===== config.mk =====
export PLATFORM = sky130hd
export DESIGN_NAME = mem_ctrl
export DESIGN_NICKNAME = d
export VERILOG_FILES = /design/src/rtl/mem_ctrl_pkg.sv /design/src/rtl/mem_ctrl.sv
export SDC_FILE = /design/constraint.sdc
export NUM_CORES = 1
export LEC_CHECK = 0
export ABC_AREA = 1
export BUFFER_PORTS_ARGS = -buffer_cell sky130_fd_sc_hd__buf_2
export CAP_MARGIN = 10
export CORE_ASPECT_RATIO = 1.75
export CORE_MARGIN = 10
export CORE_UTILIZATION = 25
export CTS_CLUSTER_SIZE = 24
export DETAILED_ROUTE_END_ITERATION = 12
export GPL_TIMING_DRIVEN = 0
export MAX_ROUTING_LAYER = met4
export SETUP_SLACK_MARGIN = 0.4
export SLEW_MARGIN = 20
export SYNTH_ARGS = -nofsm -noshare
export SYNTH_HDL_FRONTEND = slang
export SYNTH_SLANG_ARGS = --single-unit

===== constraint.sdc =====
create_clock -name clk_in -period 5.8 [get_ports clk_in]
set_input_delay 0.58 -clock clk_in [delete_from_list [all_inputs] [get_ports clk_in]]
set_output_delay 0.58 -clock clk_in [all_outputs]
set_load 0.005 [all_outputs]

===== src/rtl/mem_ctrl_pkg.sv =====
// Shared state encoding, access-size encodings and region constants
// for the byte-serial memory controller.
package mem_ctrl_pkg;

    typedef enum logic [1:0] {
        IDLE  = 2'd0,
        READ  = 2'd1,
        WRITE = 2'd2
    } state_e;

    localparam logic [1:0] SIZE_BYTE = 2'b00;
    localparam logic [1:0] SIZE_HALF = 2'b01;
    localparam logic [1:0] SIZE_WORD = 2'b10;

    localparam logic [2:0] BYTES_BYTE = 3'd1;
    localparam logic [2:0] BYTES_HALF = 3'd2;
    localparam logic [2:0] BYTES_WORD = 3'd4;

    localparam logic [1:0] IO_SEL_DEF = 2'b11;

    // The reserved size encoding 2'b11 behaves as a word.
    function automatic logic [2:0] size_bytes(input logic [1:0] size);
        case (size)
            SIZE_BYTE: return BYTES_BYTE;
            SIZE_HALF: return BYTES_HALF;
            SIZE_WORD: return BYTES_WORD;
            default:   return BYTES_WORD;
        endcase
    endfunction

endpackage


===== src/rtl/mem_ctrl.sv =====
// Byte-serial memory controller arbitrating icache fetches and LSB accesses.
// Handshake: a requester holds *_valid and its fields steady until its one-cycle *_done pulse.
module mem_ctrl
    import mem_ctrl_pkg::*;
#(
    parameter int unsigned ADDR_WIDTH = 32,
    parameter logic [1:0]  IO_SEL     = IO_SEL_DEF
) (
    input  logic                  clk_in,
    input  logic                  rst_in,
    input  logic                  rdy_in,
    input  logic                  clr_in,
    input  logic [7:0]            mem_din,
    output logic [7:0]            mem_dout,
    output logic [ADDR_WIDTH-1:0] mem_a,
    output logic                  mem_wr,
    input  logic                  io_buffer_full,
    input  logic                  ic_valid,
    input  logic [ADDR_WIDTH-1:0] ic_addr,
    output logic                  ic_done,
    output logic [31:0]           ic_data,
    input  logic                  lsb_valid,
    input  logic                  lsb_wr,
    input  logic [ADDR_WIDTH-1:0] lsb_addr,
    input  logic [1:0]            lsb_size,
    input  logic [31:0]           lsb_wdata,
    output logic                  lsb_done,
    output logic [31:0]           lsb_rdata,
    output state_e                dbg_state
);

    state_e                state_q, state_d;
    logic [2:0]            cnt_q, cnt_d;
    logic [2:0]            nbytes_q, nbytes_d;
    logic [ADDR_WIDTH-1:0] base_q, base_d;
    logic [31:0]           wdata_q, wdata_d;
    logic                  is_ic_q, is_ic_d;
    logic                  rr_q, rr_d;
    logic                  rd_vld_q, rd_vld_d;
    logic [1:0]            rd_idx_q, rd_idx_d;
    logic                  hold_vld_q, hold_vld_d;
    logic [7:0]            hold_q, hold_d;
    logic [31:0]           buf_q, buf_d;
    logic                  ic_done_q, ic_done_d;
    logic                  lsb_done_q, lsb_done_d;
    logic [31:0]           ic_data_q, ic_data_d;
    logic [31:0]           lsb_rdata_q, lsb_rdata_d;

    logic [ADDR_WIDTH-1:0] cur_addr;
    logic                  io_block;
    logic                  grant_ic;
    logic [31:0]           rd_word;

    assign cur_addr = base_q + ADDR_WIDTH'(cnt_q);
    assign io_block = (cur_addr[17:16] == IO_SEL) && io_buffer_full;
    assign grant_ic = ic_valid && (!lsb_valid || !rr_q);

    // A byte that arrived during a stall is parked in hold_q so it is not lost.
    always_comb begin
        rd_word = buf_q;
        rd_word[{rd_idx_q, 3'b000} +: 8] = hold_vld_q ? hold_q : mem_din;
    end

    always_comb begin
        state_d     = state_q;
        cnt_d       = cnt_q;
        nbytes_d    = nbytes_q;
        base_d      = base_q;
        wdata_d     = wdata_q;
        is_ic_d     = is_ic_q;
        rr_d        = rr_q;
        rd_vld_d    = rd_vld_q;
        rd_idx_d    = rd_idx_q;
        hold_vld_d  = hold_vld_q;
        hold_d      = hold_q;
        buf_d       = buf_q;
        ic_done_d   = ic_done_q;
        lsb_done_d  = lsb_done_q;
        ic_data_d   = ic_data_q;
        lsb_rdata_d = lsb_rdata_q;
        mem_a       = '0;
        mem_wr      = 1'b0;
        mem_dout    = 8'h00;

        if (rdy_in) begin
            ic_done_d  = 1'b0;
            lsb_done_d = 1'b0;
            hold_vld_d = 1'b0;
            case (state_q)
                IDLE: begin
                    if (!clr_in && !ic_done_q && !lsb_done_q && (ic_valid || lsb_valid)) begin
                        is_ic_d  = grant_ic;
                        rr_d     = grant_ic;
                        cnt_d    = 3'd0;
                        rd_vld_d = 1'b0;
                        buf_d    = 32'h0;
                        if (grant_ic) begin
                            base_d   = ic_addr;
                            nbytes_d = BYTES_WORD;
                            state_d  = READ;
                        end else begin
                            base_d   = lsb_addr;
                            nbytes_d = size_bytes(lsb_size);
                            wdata_d  = lsb_wdata;
                            state_d  = lsb_wr ? WRITE : READ;
                        end
                    end
                end
                READ: begin
                    rd_vld_d = 1'b0;
                    if (cnt_q != nbytes_q) begin
                        mem_a    = cur_addr;
                        cnt_d    = cnt_q + 3'd1;
                        rd_vld_d = 1'b1;
                        rd_idx_d = cnt_q[1:0];
                    end
                    if (clr_in) begin
                        state_d  = IDLE;
                        cnt_d    = 3'd0;
                        rd_vld_d = 1'b0;
                    end else if (rd_vld_q) begin
                        buf_d = rd_word;
                        if ({1'b0, rd_idx_q} == nbytes_q - 3'd1) begin
                            state_d = IDLE;
                            cnt_d   = 3'd0;
                            if (is_ic_q) begin
                                ic_done_d = 1'b1;
                                ic_data_d = rd_word;
                            end else begin
                                lsb_done_d  = 1'b1;
                                lsb_rdata_d = rd_word;
                            end
                        end
                    end
                end
                WRITE: begin
                    mem_a    = cur_addr;
                    mem_dout = wdata_q[{cnt_q[1:0], 3'b000} +: 8];
                    if (!io_block) begin
                        mem_wr = 1'b1;
                        if (cnt_q == nbytes_q - 3'd1) begin
                            state_d    = IDLE;
                            cnt_d      = 3'd0;
                            lsb_done_d = 1'b1;
                        end else begin
                            cnt_d = cnt_q + 3'd1;
                        end
                    end
                end
                default: state_d = IDLE;
            endcase
        end else if (state_q == READ && rd_vld_q && !hold_vld_q) begin
            hold_d     = mem_din;
            hold_vld_d = 1'b1;
        end
    end

    always_ff @(posedge clk_in or negedge rst_in) begin
        if (!rst_in) begin
            state_q     <= IDLE;
            cnt_q       <= 3'd0;
            nbytes_q    <= 3'd0;
            base_q      <= '0;
            wdata_q     <= 32'h0;
            is_ic_q     <= 1'b0;
            rr_q        <= 1'b0;
            rd_vld_q    <= 1'b0;
            rd_idx_q    <= 2'd0;
            hold_vld_q  <= 1'b0;
            hold_q      <= 8'h00;
            buf_q       <= 32'h0;
            ic_done_q   <= 1'b0;
            lsb_done_q  <= 1'b0;
            ic_data_q   <= 32'h0;
            lsb_rdata_q <= 32'h0;
        end else begin
            state_q     <= state_d;
            cnt_q       <= cnt_d;
            nbytes_q    <= nbytes_d;
            base_q      <= base_d;
            wdata_q     <= wdata_d;
            is_ic_q     <= is_ic_d;
            rr_q        <= rr_d;
            rd_vld_q    <= rd_vld_d;
            rd_idx_q    <= rd_idx_d;
            hold_vld_q  <= hold_vld_d;
            hold_q      <= hold_d;
            buf_q       <= buf_d;
            ic_done_q   <= ic_done_d;
            lsb_done_q  <= lsb_done_d;
            ic_data_q   <= ic_data_d;
            lsb_rdata_q <= lsb_rdata_d;
        end
    end

    assign ic_done   = ic_done_q;
    assign ic_data   = ic_data_q;
    assign lsb_done  = lsb_done_q;
    assign lsb_rdata = lsb_rdata_q;
    assign dbg_state = state_q;

endmodule


==> results.sh <==
export IMPL_synthCells=1183
export IMPL_crit_required_ns=5.22
export IMPL_slew_headroom_pct=55.4
export IMPL_ys_ff_latch=183
export IMPL_clk_pin_slew_ns=0.07
export IMPL_r2r_start="cnt_q[1]"
export IMPL_avgSynthCellArea_um2=8.03
export IMPL_status="finished, final reports clean"
export IMPL_ys_types=40
export IMPL_synth_top_cell_by_area="dfrtp_1"
export IMPL_path_class="flop to output port"
export IMPL_peakVddDrop_uv=257
export IMPL_fp_row_count=94
export IMPL_via_per_inst=4.65
export IMPL_place_gp_congestion=0.927
export IMPL_highest_layer="met4"
export IMPL_netlist_area_leader_share_pct=48.2
export IMPL_min_period_ns=4.47
export IMPL_die_h_um=278
export IMPL_area_growth_pct=24.7
export IMPL_pin_count=223
export IMPL_grt_use_total_pct=15.3
export IMPL_worst_path_max_fanout=10
export IMPL_grt_pass1_vias=9580
export IMPL_crit_top_cell="nand2_1"
export IMPL_antenna_found_initial=3
export IMPL_start_util_pct=25.2
export IMPL_hold_viol=0
export IMPL_first_pass_iters=5
export IMPL_rsz0062_at_grt="no"
export IMPL_layout_core_utilization_pct=31.5
export IMPL_die_area_um2=46500
export IMPL_fin_skew_ns=0.0123
export IMPL_drt_wirelength_per_cell_um=18.3
export IMPL_slowest_stage="fa_1"
export IMPL_ff2ff_setup_slack_ns=2.51
export IMPL_hp_class="input port to asynchronous set/reset pin"
export IMPL_p_leak_uw=0.00583
export IMPL_crit_buf_inv=6
export IMPL_fmax_mhz=224
export IMPL_tns_ns=0
export IMPL_wl_met2_um=20100
export IMPL_end_kind="output port"
export IMPL_synthFlopType="dfrtp_1"
export IMPL_core_area_um2=37600
export IMPL_wl_met1_um=12300
export IMPL_grt_max_degree=67
export IMPL_grt_pass1_wl_um=54400
export IMPL_synth_yosys_warnings=0
export IMPL_maxCapViolCount=0
export IMPL_num_vias=8932
export IMPL_synth_edf_count=0
export IMPL_detail_route_antenna_nets=0
export IMPL_crit_family="buffers and inverters"
export IMPL_hpwl_um=28400
export IMPL_final_max_slew_viol_count=0
export IMPL_setup_viol=0
export IMPL_fp_dieW_um=167
export IMPL_overflow=0
export IMPL_wl_um=35200
export IMPL_drt_iter0_drc=441
export IMPL_insertion_delay_ns=0.45
export IMPL_wl_met3_um=1140
export IMPL_netlist_area_um2=9500
export IMPL_cts_made_buffers=17
export IMPL_worstReg2RegEnd="cnt_q[1]"
export IMPL_drc_errors=0
export IMPL_total_power_uw=4720
export IMPL_path_cells="clkbuf_1, inv_1, clkbuf_1, fa_1, inv_1, nand3_1, nand2_1, nand2_2, nor2_1, nand2_1, nor2_1, nand2_1, clkinv_1, o21ai_0, a21oi_1, buf_2"
export IMPL_yosys_top_cells_area="dfrtp_1 48%, nand2_1 12%, inv_1 4.9%"
export IMPL_cts_repair_resized=0
export IMPL_ys_async_sr_fraction_pct=100
export IMPL_synthesis_nets=1311
export IMPL_ctsRootBufferMaster="clkbuf_16"
export IMPL_crit_arrival_ns=3.89
export IMPL_cp_start_kind="flop"
export IMPL_hold_buffers=0
export IMPL_reg2reg_depth=15
export IMPL_dpl_cell_area_um2=11300
export IMPL_clock_sinks=183
export IMPL_post_cts_buffers=0
export IMPL_synth_yosys_seq_area_share_pct=48.2
export IMPL_cts_buffer_depth=2
export IMPL_tightest_slew_ns=0.668
export IMPL_finalInstanceArea_um2=11800
export IMPL_htree_levels=4
export IMPL_power_density_nw_per_um2=399
export IMPL_fin_crit_sh_pct=77.1
export IMPL_slowest_delay_ns=0.52
export IMPL_drive_gt1_share_pct=23.7
export IMPL_io_buffers=221
export IMPL_finish_net_count=1553
export IMPL_cts_tree="done"
Yosys cell counts, types with 3 or more instances:
library cell,number
nand2_1,307
dfrtp_1,183
inv_1,125
nor2_1,121
nand3_1,75
o21ai_0,74
a21oi_1,57
o22ai_2,30
clkbuf_1,26
o22ai_1,18
nand4_1,16
buf_2,14
nor3_1,14
o21ai_1,14
buf_4,13
ha_1,13
o211ai_1,9
o32ai_1,9
xnor2_1,9
inv_2,8
nand3b_1,8
xor2_1,6
nand2_2,5
a211oi_1,3
buf_6,3
nor2_2,3
nor2_4,3
nor4_1,3
power by group:
group	switching [µW]	internal (µW)
Sequential	273	1590
Combinational	1100	601
Clock	567	587
Total	1940	2780
area by class of cell:
type                            count  area (µm²)
Clock buffer                       20         457
Timing Repair Buffer              223        1170
Antenna cell                        2        5.00
Inverter                          134         503
Clock inverter                     12         110
Sequential cell                   183        4580
Tap cell                          480         601
Buffer                             57         304
Multi-Input combinational cell    809        4110
Fill cell                        4089       25800
logic make-up after synthesis:
logic type / Yosys count / share of synthesized area (%)
AND/OR/NAND/NOR: 559 / 24.8
AO/OA/AOI/OAI: 221 / 15.2
flip-flops: 183 / 48.2
adder cells (fa/ha/maj): 14 / 1.92
XOR/XNOR: 15 / 1.38
buffers and inverters: 191 / 8.50
metal layers:
metal | vias to the layer above | GRT usage [%]
met5 | - | -
met4 | 0 | 7.97
met3 | 85 | 2.49
met2 | 262 | 29.3
met1 | 4237 | 14.1
li1 | 4348 | -
worst max path at each step:
stage,start,end,slack (ns),cells past startpoint
2_1_floorplan,cnt_q[1],mem_a[26],2.72,15
3_3_place_gp,rst_in,lsb_rdata[27],0.98,1
3_5_place_dp,cnt_q[1],mem_a[28],1.76,16
4_1_cts,cnt_q[1],mem_a[28],1.25,16
5_1_grt,cnt_q[1],mem_a[28],0.95,16
6_report,cnt_q[1],mem_a[28],1.33,16
flip-flops by register name (all words and copies together) (netlist names):
register / count
dbg_state: 2
hold_q: 8
buf_q: 32
cnt_q: 3
rr_q: 1
lsb_rdata: 32
base_q: 32
ic_done: 1
rd_idx_q: 2
wdata_q: 32
hold_vld_q: 1
nbytes_q: 3
rd_vld_q: 1
lsb_done: 1
ic_data: 32
placed cells by master (no fill, tap or decap), drive strengths merged, types with 2 or more instances in the layout:
| cell type | n |
|---|---|
| a211oi | 3 |
| clkinvlp | 3 |
| o21ai | 90 |
| nand2 | 312 |
| buf | 253 |
| a21oi | 58 |
| nor2 | 127 |
| xor2 | 6 |
| nand3 | 77 |
| xnor2 | 9 |
| nor4 | 3 |
| nor3 | 15 |
| inv | 140 |
| dfrtp | 183 |
| o211ai | 9 |
| diode | 2 |
| clkinv | 3 |
| ha | 13 |
| o22ai | 48 |
| clkbuf | 47 |
| nand4 | 16 |
| nand3b | 8 |
| o32ai | 9 |
stage by stage:
stage	setup slack [ns]	hold slack [ns]	std cells
after floorplan	2.72	0.284	1183
after global placement	0.985	0.460	1884
after detailed placement	1.76	0.460	1886
after CTS	1.25	0.0566	1918
after global routing	0.954	0.0693	1920
final	1.33	0.0538	1920
(Power assumes the default switching activity.)
